==> src/rtl/cmp_seq_pkg.sv <==
// Shared types and sizing helpers for the iterative chunked equality comparator.
package cmp_seq_pkg;

    typedef enum logic [1:0] {
        IDLE = 2'd0,
        SCAN = 2'd1,
        DONE = 2'd2
    } state_t;

    // Index width for NCHUNK chunks, never narrower than one bit
    function automatic int calc_iw(input int width, input int chunk);
        int n;
        n = width / chunk;
        return (n <= 1) ? 1 : $clog2(n);
    endfunction

endpackage

==> src/rtl/cmp_chunk.sv <==
// Combinational CHUNK-bit equality of one operand slice.
module cmp_chunk #(
    parameter int CHUNK = 8
) (
    input  logic [CHUNK-1:0] i_a,
    input  logic [CHUNK-1:0] i_b,
    output logic             o_ne
);

    assign o_ne = (i_a != i_b);

endmodule

==> src/rtl/cmp_seq.sv <==
// Multi-cycle equality comparator scanning CHUNK bits per cycle from the LSB chunk.
// Define CMP_SEQ_EARLY_EXIT_EN to stop at the first mismatch; default scans all chunks in constant time.
module cmp_seq
    import cmp_seq_pkg::*;
#(
    parameter int WIDTH = 128,
    parameter int CHUNK = 8,
    localparam int NCHUNK = WIDTH / CHUNK,
    localparam int IW     = calc_iw(WIDTH, CHUNK)
) (
    input  logic             clk,
    input  logic             rst_n,
    input  logic             start_valid,
    output logic             start_ready,
    input  logic [WIDTH-1:0] d1,
    input  logic [WIDTH-1:0] d2,
    output logic             done_valid,
    input  logic             done_ready,
    output logic             eq,
    output logic [IW-1:0]    mismatch_idx
);

    state_t            r_state;
    logic [WIDTH-1:0]  r_d1;
    logic [WIDTH-1:0]  r_d2;
    logic [IW-1:0]     r_idx;
    logic              r_sticky;
    logic [IW-1:0]     r_mis_idx;
    logic              r_eq;
    logic              r_done_vld;

    logic [CHUNK-1:0]  w_c1;
    logic [CHUNK-1:0]  w_c2;
    logic              w_chunk_ne;
    logic              w_first_mis;
    logic              w_last;
    logic              w_finish;

    assign w_c1 = r_d1[int'(r_idx) * CHUNK +: CHUNK];
    assign w_c2 = r_d2[int'(r_idx) * CHUNK +: CHUNK];

    cmp_chunk #(.CHUNK(CHUNK)) u_cmp_chunk (
        .i_a  (w_c1),
        .i_b  (w_c2),
        .o_ne (w_chunk_ne)
    );

    assign w_first_mis = w_chunk_ne && !r_sticky;
    assign w_last      = (r_idx == IW'(NCHUNK - 1));

`ifdef CMP_SEQ_EARLY_EXIT_EN
    assign w_finish = w_last || w_first_mis;
`else
    assign w_finish = w_last;
`endif

    always_ff @(posedge clk or negedge rst_n) begin
        if (!rst_n) begin
            r_state    <= IDLE;
            r_d1       <= '0;
            r_d2       <= '0;
            r_idx      <= '0;
            r_sticky   <= 1'b0;
            r_mis_idx  <= '0;
            r_eq       <= 1'b0;
            r_done_vld <= 1'b0;
        end else begin
            case (r_state)
                IDLE: begin
                    if (start_valid) begin
                        r_d1      <= d1;
                        r_d2      <= d2;
                        r_idx     <= '0;
                        r_sticky  <= 1'b0;
                        r_mis_idx <= '0;
                        r_state   <= SCAN;
                    end
                end
                SCAN: begin
                    if (w_first_mis) begin
                        r_sticky  <= 1'b1;
                        r_mis_idx <= r_idx;
                    end
                    // eq folds in this cycle's compare since the sticky flag lands on the same edge
                    if (w_finish) begin
                        r_eq       <= !(r_sticky || w_chunk_ne);
                        r_done_vld <= 1'b1;
                        r_state    <= DONE;
                    end else begin
                        r_idx <= r_idx + 1'b1;
                    end
                end
                DONE: begin
                    if (done_ready) begin
                        r_done_vld <= 1'b0;
                        r_state    <= IDLE;
                    end
                end
                default: r_state <= IDLE;
            endcase
        end
    end

    assign start_ready  = (r_state == IDLE);
    assign done_valid   = r_done_vld;
    assign eq           = r_eq;
    assign mismatch_idx = r_mis_idx;

endmodule

==> config.mk <==
export PLATFORM = sky130hd
export DESIGN_NAME = cmp_seq
export DESIGN_NICKNAME = d
export VERILOG_FILES = /design/src/rtl/cmp_seq_pkg.sv /design/src/rtl/cmp_chunk.sv /design/src/rtl/cmp_seq.sv
export SDC_FILE = /design/constraint.sdc
export NUM_CORES = 1
export LEC_CHECK = 0
export CAP_MARGIN = 15
export CORE_UTILIZATION = 40
export CTS_BUF_LIST = sky130_fd_sc_hd__clkbuf_16
export CTS_CLUSTER_SIZE = 28
export DETAILED_ROUTE_END_ITERATION = 8
export PLACE_DENSITY = 0.66
export SETUP_SLACK_MARGIN = 0.2
export SYNTH_ARGS = -nofsm -noshare
export SYNTH_HDL_FRONTEND = slang
export SYNTH_SLANG_ARGS = --single-unit
==> constraint.sdc <==
create_clock -name clk -period 4.1 [get_ports clk]
set_clock_uncertainty 0.1 [all_clocks]
set_input_delay 0.41 -clock clk [delete_from_list [all_inputs] [get_ports clk]]
set_output_delay 0.41 -clock clk [all_outputs]
set_load 0.005 [all_outputs]
* Yosys cells after proc, flatten, opt, wreduce, memory -nomap -nowiden
Index checks and enable logic that the tools add are counted.
Word-level totals: bits in registers 269, bits in latches 0, bits in writable memories 0, ROM bits 0, memories kept 0
Cells by class: add/sub/neg operators 1, multipliers 0, div/mod/pow operators 0, $lt $le $gt $ge 0, eq/ne operators 9, shifts and indexed selects 2, muxes and demuxes 15, bitwise logic cells 0, reductions and logical operators 13
Operator list (count):
- 128-bit by 8-bit variable part select with 8-bit output | 2
- 4-bit case mux with 2 select lines | 2
- 4-bit 2-to-1 mux | 3
- 3-bit AND reduction | 4
- 2-bit inequality test (second input constant) | 5
- 8-bit inequality test | 1
- 2-bit 2-to-1 mux | 3
- 2-bit case mux with 3 select lines | 1
- 4-bit by 1-bit adder with 4-bit output (second input constant) | 1
- 4-bit equality test (second input constant) | 1
- 1-bit 2-to-1 mux | 4
- 1-bit case mux with 2 select lines | 2
- 2-bit AND reduction | 2
- 2-bit nonzero test | 2
- 2-bit by 1-bit equality test with 1-bit output (second input constant) | 1
- 2-bit equality test (second input constant) | 1
- 1-bit logical NOT | 2
- 2-bit logical NOT | 1
- 1-bit logical AND | 1
- 1-bit logical OR | 1

* Depth between registers and ports, before layout
Gate-level depths: netlist of the first run.
word-level depth 5, depth in mapped cells 11, depth with buffers taken out 8

* By module
From an unflattened synthesis of the first run, not the netlist that was laid out.
Second synthesis, totals: cell total of the unflattened synthesis 1319, area total of the unflattened synthesis 12409.4 µm²
By module, submodules not included:
- cmp_seq | times used 1, cells an instance 1308, area an instance 12323.1 µm², seq. area each 6731.5 µm²
- cmp_chunk | times used 1, cells an instance 11, area an instance 86.3 µm², seq. area each 0.0 µm²

* Worst setup path before layout of the first run
Ideal clock, no wire load.
kind register -> register, start point reg r_idx[0], end point reg r_sticky, arrival 2.198 ns, data required time 3.882 ns, slack 1.684 ns, stages on the path, launching flop included 10, buffers on the path 2, period minus slack after synthesis 2.416 ns, cells stage by stage dfrtp_1 buf_6 buf_6 mux4_2 a32oi_1 o21ai_1 xor2_1 nor4_2 a21oi_2 a21o_1
On the way: word-level cells in the longest chain between the ends 5, elaborated cells on any way between the ends 6
RTL lines:
- start: declaration | RTL line cmp_seq.sv:26 | logic [IW-1:0] r_idx;
- start signal: assignment | RTL line cmp_seq.sv:90 | r_idx <= r_idx + 1'b1;
- 128-bit by 8-bit variable part select with 8-bit output, on equally long branches | RTL line cmp_seq.sv:39, cmp_seq.sv:40
- 8-bit inequality test (*) | RTL line cmp_chunk.sv:10 | assign o_ne = (i_a != i_b);
- 1-bit logical AND (*) | RTL line cmp_seq.sv:48 | assign w_first_mis = w_chunk_ne && !r_sticky;
- 2-bit inequality test (no line) (*)
- 3-bit AND reduction (no line) (*)
- end signal: assignment | RTL line cmp_seq.sv:63 | r_sticky <= 1'b0;
- end signal: assignment | RTL line cmp_seq.sv:74 | r_sticky <= 1'b0;
- end signal: assignment | RTL line cmp_seq.sv:81 | r_sticky <= 1'b1;
- end: declaration | RTL line cmp_seq.sv:27 | logic r_sticky;
Every way passes the cells marked *; elsewhere a longest branch is shown, timed or not. A chain may end at the register's enable or synchronous reset.

* Worst setup path in the final report of the first run
start point reg r_idx[0], end point reg r_mis_idx[1] (netlist: mismatch_idx[1])
On the way: word-level cells in the longest chain between the ends 5, elaborated cells on any way between the ends 6
RTL lines:
- 128-bit by 8-bit variable part select with 8-bit output, on equally long branches | RTL line cmp_seq.sv:39, cmp_seq.sv:40
- 8-bit inequality test (*) | RTL line cmp_chunk.sv:10
- 1-bit logical AND (*) | RTL line cmp_seq.sv:48
- 2-bit inequality test (no line) (*)
- 3-bit AND reduction (no line) (*)
- end signal: assignment | RTL line cmp_seq.sv:82 | r_mis_idx <= r_idx;
- end: declaration | RTL line cmp_seq.sv:28 | logic [IW-1:0] r_mis_idx;
Marked as above.

==> metrics, run 1 <==
Net Switching=4.705 mW; Final Max Tran Viols=0; register area share after synthesis=0.5520; DP Area=0.01517 mm^2; Synth cell types=40; quantity of gates resized following cts=0; WP data arrival=3510 ps; CP cell instances=buf_4 > mux4_2 > a32oi_1 > o21ai_1 > xor2_1 > nor4_2 > a21oi_2 > mux2i_1; Die Y=176.6 um; Ys Warns=0; Starting Density=0.4093; clock latency on the worst-skew pair=540 ps; Clock power frac=0.207; Setup CP Type=reg -> reg; GRT Total Usage=0.2322; Mapped Cells=1,378; port bufs=266; gr ovfl total=0; placeable core area=0.02980 mm^2; CTS max path bufs=3; fin crit share=0.7835; Setup WS pre-CTS=873.1 ps; status=finished, final reports clean; share of post-route cells with drive strength above 1=0.05212; total clock sinks=269; setup TNS=0 ps; DR pass1 iterations=5; diode count=0; Slew HR=0.3015; Worst path top cell family by delay=flip-flops; total CTS buffers=29; crit start category=flop; cell internal pwr=7.547 mW; met3 WL=1771 um; post-CTS setup repair buffer count=0; Final ANT Viol Nets=0; delay of the slowest critical-path stage=850 ps; synthesized area per cell=8.849 um^2; post-synth net total=1,639; max layer used=met4; endpoint class of the critical path=flop; minimum clock period after layout=3212 ps; # setup viols final=0; DP HPWL=25,890 um; mapped cell area=0.01219 mm^2; clk slew on worst S/H paths=60 ps; WP data required=4400 ps; Switching Share=0.3840; placer congestion estimate=0.8382; Sequential Power Share=0.415; vias per inst=4.901; first-pass GRT wire length=55,780 um; DRT iter0 DRCs=782; RSZ-0062 raised after global routing=no; critical path fanouts, max=27; vias in the first global route=10,050; initial antenna violation count=0; maximum operating frequency=311.3 MHz; worst hold path class=in -> reg; Layout area overhead=31.94%; post-DR wirelength/cell=17.54 um; Vias=9,904; Final nets=1,874; fin area=0.01609 mm^2; Peak VDD IR=0.3254 mV; Synth Register Bits=269; CTS tree=done; DIE AREA=0.03119 mm^2; setup ws final=887.7 ps; pwr/cell area=761.5 mW/mm^2; Root Buffer Master=clkbuf_16; Comb pwr share=0.378; row cnt=63; Clock H-tree levels=1; MaxCap Viol Count=0; dpl cells=1,971; CP max-delay cell=dfrtp_2; CP bufs+invs=1; WL met2=16,880 um; largest net degree at the start of global routing=160; fin cells=2,021; Fin. Hold Viols=0; Routed WL=35,440 um; leakage power total=8.029 nW; worst-margin pin slew=1048 ps; chip width=176.6 um; Metal-1 WL=16,080 um; DRC Markers=0; boundary pin count=267
## flip-flops by register name, indices dropped and copies added, names as in the netlist
signal / flops
r_d1: 128
r_d2: 128
mismatch_idx: 4
r_idx: 4
r_state: 2
done_valid: 1
eq: 1
r_sticky: 1
## through the flow
stage	hold slack, ps	power [mW]	utilization
detailed placement	358.7	9.775	0.5090
CTS	276.8	12.36	0.5400
floorplan	14.41	8.018	-
finish	294.6	12.25	0.5400
global route	301.6	13.11	0.5400
global placement	353.2	9.655	0.5090
## worst reg2reg max path: cells and delay by family (launching register included)
family          cells  cell delay (ps)
compound gates      3              490
xor+xnor            1              190
flops               1              850
buf+inv             1              350
mux                 2              710
simple gates        1              380
## synthesized netlist by cell type (all sizes together)
library cell  number  area, um^2
nand3              4       20.02
o211ai             3       22.52
o31ai              3       27.52
nor2              32       122.6
a211oi             2       15.01
inv                4       15.01
a22oi             10       75.07
o22ai             16       100.1
o21ai             17       85.08
nand3b             2       15.01
nor2b              3       18.77
o2111ai            4       35.03
xor2              62       543.0
a32oi              9       78.83
nor4               1       12.51
a21o               1       7.510
and2               1       6.260
ha                 1       12.51
nand2            786        2950
buf               18       111.4
nand4              3       18.77
nand2b             1       6.260
and3               1       6.260
mux2i             29       290.3
dfrtp            269        6731
or3b               1       8.760
a21oi              5       28.78
xnor2              8       70.07
mux4              24       540.5
clkbuf            58       219.0
## power groups by stage
stage | clock network (mW) | registers (mW) | logic (mW)
after floorplan | 0 | 4.62 | 3.39
after global placement | 0 | 5.10 | 4.55
after detailed placement | 0 | 5.12 | 4.66
after CTS | 2.58 | 5.09 | 4.69
after global routing | 2.69 | 5.25 | 5.17
final | 2.54 | 5.09 | 4.63
## cells in the final DEF (no fill, tap or decap), types with 2 or more instances in the layout
cell | netlist | layout
mux2i_1 | 29 | 29
nand3b_1 | 2 | 2
a211oi_1 | 2 | 2
clkinv_1 | 0 | 2
o211ai_1 | 3 | 3
o21ai_1 | 12 | 12
buf_4 | 1 | 10
nor2b_1 | 3 | 3
dfrtp_1 | 269 | 267
xor2_1 | 62 | 62
o31ai_1 | 2 | 2
nand4_1 | 3 | 3
dfrtp_2 | 0 | 2
clkdlybuf4s50_1 | 0 | 265
a32oi_1 | 9 | 9
inv_1 | 3 | 12
buf_12 | 1 | 3
clkinv_2 | 0 | 5
bufinv_16 | 0 | 4
a21oi_1 | 4 | 4
clkbuf_16 | 0 | 29
a22oi_1 | 10 | 10
nand3_1 | 4 | 4
o2111ai_1 | 4 | 4
o22ai_1 | 16 | 16
nand2_1 | 786 | 785
nor2_1 | 31 | 31
xnor2_1 | 8 | 8
mux4_2 | 24 | 24
o21ai_0 | 5 | 5
## final cells by class
class	instances	area [um^2]
fill	2770	13710
sequential	269	6734
multi-input combinational	1029	5127
timing repair buffer	280	2813
clock buffer	29	725.7
tap	390	488.0
clock inverter	20	186.4
inverter	4	15.01
## cells by family (layout without fill, tap and decap cells)
kind of cell	count (synthesis)	count (layout)	share of synthesized area
AND/OR/NAND/NOR	835	835	0.2612
multiplexers	53	53	0.06813
buffers and inverters	80	333	0.02832
flip-flops	269	269	0.5520
adder cells (fa/ha/maj)	1	1	0.001026
XOR/XNOR	70	70	0.05028
AO/OA/AOI/OAI	70	70	0.03899
## final timing paths
path	startpoint	end	slack, ps	depth (start not counted)
min in group asynchronous	rst_n	r_d2[108]	440	2
max reg2reg	r_idx[0]	mismatch_idx[1]	890	8
min reg2reg	r_d1[49]	r_d1[49]	370	2
max	r_idx[0]	mismatch_idx[1]	890	8
min	d2[24]	r_d2[24]	290	3
max in group asynchronous	rst_n	r_d2[31]	2430	3
## layer usage
layer | vias to the layer above | global-route usage
met5 | - | 0
met4 | 0 | 0.04921
met3 | 51 | 0.03424
met2 | 281 | 0.3806
met1 | 4751 | 0.3266
li1 | 4821 | -
## what timing repair did
action | in CTS | in global routing
hold endpoints to repair | 128 | 0
hold buffers | 1 | 0
setup endpoints to repair | 0 | 0
(Power assumes the default switching activity.)
==> run 2: changes to the inputs <==
--- a/config.mk
+++ b/config.mk
@@ -10,7 +10,7 @@
 export CTS_BUF_LIST = sky130_fd_sc_hd__clkbuf_16
 export CTS_CLUSTER_SIZE = 28
 export DETAILED_ROUTE_END_ITERATION = 8
-export PLACE_DENSITY = 0.66
+export PLACE_DENSITY = 0.68
 export SETUP_SLACK_MARGIN = 0.2
 export SYNTH_ARGS = -nofsm -noshare
 export SYNTH_HDL_FRONTEND = slang
==> constraint.sdc (replaced) <==
create_clock -name clk -period 2.7 [get_ports clk]
set_clock_uncertainty 0.1 [all_clocks]
set_input_delay 0.27 -clock clk [delete_from_list [all_inputs] [get_ports clk]]
set_output_delay 0.27 -clock clk [all_outputs]
set_load 0.005 [all_outputs]
==> run 2 against run 1 <==
Global-route usage is essentially flat. Critical path depth is 1 higher. Critical path type unchanged. Register-to-register slack worse by 760 ps. Non-clock buffer count increased by 31. Critical endpoint is now mismatch_idx[3]. Setup slack worse by 760 ps. Largest power group is now combinational cells. Die area did not move.
==> metrics, run 2 (synthesized netlist as in run 1, its figures left out) <==
Root Buffer Master=clkbuf_16; first-pass GRT wire length=55,950 um (+0.31%); minimum clock period after layout=2569 ps (-643.7 ps); CTS max path bufs=3 (unchanged); critical path fanouts, max=6 (-78%); Hold Path End=r_d1[25]; setup ws final=131.4 ps (-756.3 ps); Peak VDD IR=0.5736 mV (+76%); vias per inst=4.917 (+0.34%); Final Max Tran Viols=0 (unchanged); share of post-route cells with drive strength above 1=0.07272 (+0.02060); Setup CP Type=reg -> reg; clock latency on the worst-skew pair=550 ps (about the same); placer congestion estimate=0.8986 (+7.2%); worst-margin pin slew=589.8 ps (-458.0 ps); hold path startpoint=d1[25]; FF-to-FF setup slack=130 ps (-760 ps); maximum operating frequency=389.3 MHz (+25%); row cnt=63 (unchanged); Final nets=1,906 (+1.7%); initial antenna violation count=0 (unchanged); delay of the slowest critical-path stage=550 ps (-300 ps); Die Y=176.6 um (unchanged); CTS tree=done; Sequential Power Share=0.392 (-0.023); Setup WS pre-CTS=-59.65 ps (-932.7 ps); status=finished, final reports clean; gr ovfl total=0 (unchanged); pwr/cell area=1165 mW/mm^2 (+53%); most used cell, CP=buf_12; boundary pin count=267 (unchanged); largest net degree at the start of global routing=88 (-45%); worst hold slack=149.5 ps (-145.1 ps); placeable core area=0.02980 mm^2 (unchanged); worst hold path cell count=3 (unchanged); port bufs=266 (unchanged); crit start category=flop; fin crit share=0.9513 (+0.1679); DP Area=0.01539 mm^2 (+1.5%); Fin. Hold Viols=0 (unchanged); Switching Share=0.3819 (-0.002177); FF-to-FF End=mismatch_idx[3]; post-DR wirelength/cell=17.35 um (-1.0%); fin cells=2,054 (+1.6%); fin area=0.01652 mm^2 (+2.7%); vias in the first global route=10,200 (+1.5%); WP data required=3010 ps (-1390 ps); most frequent cells in the layout=785 x nand2_1, 266 x dfrtp_1, 265 x clkdlybuf4s50_1; cell internal pwr=11.90 mW (+58%); chip width=176.6 um (unchanged); Clock power frac=0.198 (-0.009); # setup viols final=0 (unchanged); RR Startpoint=r_idx[0]; Layout area overhead=35.51%; CP max-delay cell=mux4_2; worst hold path class=in -> reg; total clock sinks=269 (unchanged); DRC Markers=0 (unchanged); DR pass1 iterations=5 (unchanged); total CTS buffers=30 (+3.4%); Vias=10,100 (+2.0%); Starting Density=0.4093 (unchanged); diode count=0 (unchanged); WP data arrival=2880 ps (-630 ps); Routed WL=35,640 um (+0.57%); GRT Total Usage=0.2326 (+0.0004527); RSZ-0062 raised after global routing=yes; Comb pwr share=0.410 (+0.032); Clock H-tree levels=1 (unchanged); Final ANT Viol Nets=0 (unchanged); Slew HR=0.6068 (+0.3053); cells on worst reg2reg path=9 (+1); CP cell instances=buf_12 > buf_12 > mux4_2 > a32oi_1 > o21ai_1 > xor2_1 > nor4_4 > a21oi_4 > mux2i_1; dpl cells=1,989 (+0.91%); most common cell after layout, fill and taps aside=nand2_1; Net Switching=7.351 mW (+56%); leakage power total=8.235 nW (+2.6%); MaxCap Viol Count=0 (unchanged); DRT iter0 DRCs=844 (+7.9%); DIE AREA=0.03119 mm^2 (unchanged); clk slew on worst S/H paths=60 ps (about the same); biggest regs=r_d1 x128, r_d2 x128; DP HPWL=26,060 um (+0.66%); endpoint class of the critical path=flop
[run 2: cell types whose count changed in the layout (fill, tap and decap cells not counted), moves of 2 or more]
cell	before	now
buf_12	3	11
clkbuf_16	29	31
buf_6	0	2
buf_4	10	28
bufinv_16	4	2
clkinv_1	2	6
[run 2: power groups by stage]
stage	Combinational [mW]	Clock, mW	Sequential [mW]
5_1_grt	8.80	4.04	7.75
3_5_place_dp	7.47	0	7.59
6_report	7.89	3.81	7.54
4_1_cts	7.85	3.88	7.53
2_1_floorplan	5.15	0	7.02
3_3_place_gp	7.34	0	7.56
[run 2: what timing repair did]
item                                    in CTS  in global routing
buffers inserted                             9                  1
pin swaps                                    7                  2
cloned                                       3                  0
resized for setup                           11                  7
hold buffers                                 1                  0
hold endpoints to repair                    70                  0
endpoints found under the setup margin       6                  6
[run 2: per-layer routing]
metal  share of wire  vias up  GRT usage  wire [um]
met4           0.028        0    0.06466        984
met2            0.47      339     0.3796      16770
met5               0        -          0          0
met3           0.061       55    0.03338       2179
li1                -     4887          -          -
met1            0.44     4819     0.3232      15710
[run 2: through the flow]
step | util | total power [mW] | TNS, ps
4_1_cts | 0.5533 | 19.27 | 0
6_report | 0.5546 | 19.25 | 0
5_1_grt | 0.5546 | 20.60 | 0
2_1_floorplan | - | 12.18 | 0
3_3_place_gp | 0.5165 | 14.90 | -210.8
3_5_place_dp | 0.5165 | 15.05 | -280.9
[run 2: worst max path at each step]
stage,end,from,slack (ps)
after floorplan,r_sticky,r_idx[0],280
after CTS,mismatch_idx[3],r_idx[0],100
after global routing,mismatch_idx[3],r_idx[0],50
final,mismatch_idx[3],r_idx[0],130
after detailed placement,mismatch_idx[1],r_idx[0],-60
after global placement,mismatch_idx[1],r_idx[0],-50
[run 2: layout make-up]
type / instances / area (um^2)
clock buffers: 31 / 775.7
clock inverters: 20 / 135.1
fillers: 2686 / 13270
inverters: 4 / 16.27
multi-input cells: 1029 / 5179
flip-flops and latches: 269 / 6735
well taps: 390 / 488.0
repair buffers: 311 / 3196
[run 2: critical path: cells and delay by family (launching register included)]
kind / cells / cell delay [ps]
XOR/XNOR: 1 / 190
flip-flops: 1 / 420
buffers and inverters: 2 / 250
AND/OR/NAND/NOR: 1 / 370
AO/OA/AOI/OAI: 3 / 400
multiplexers: 2 / 700
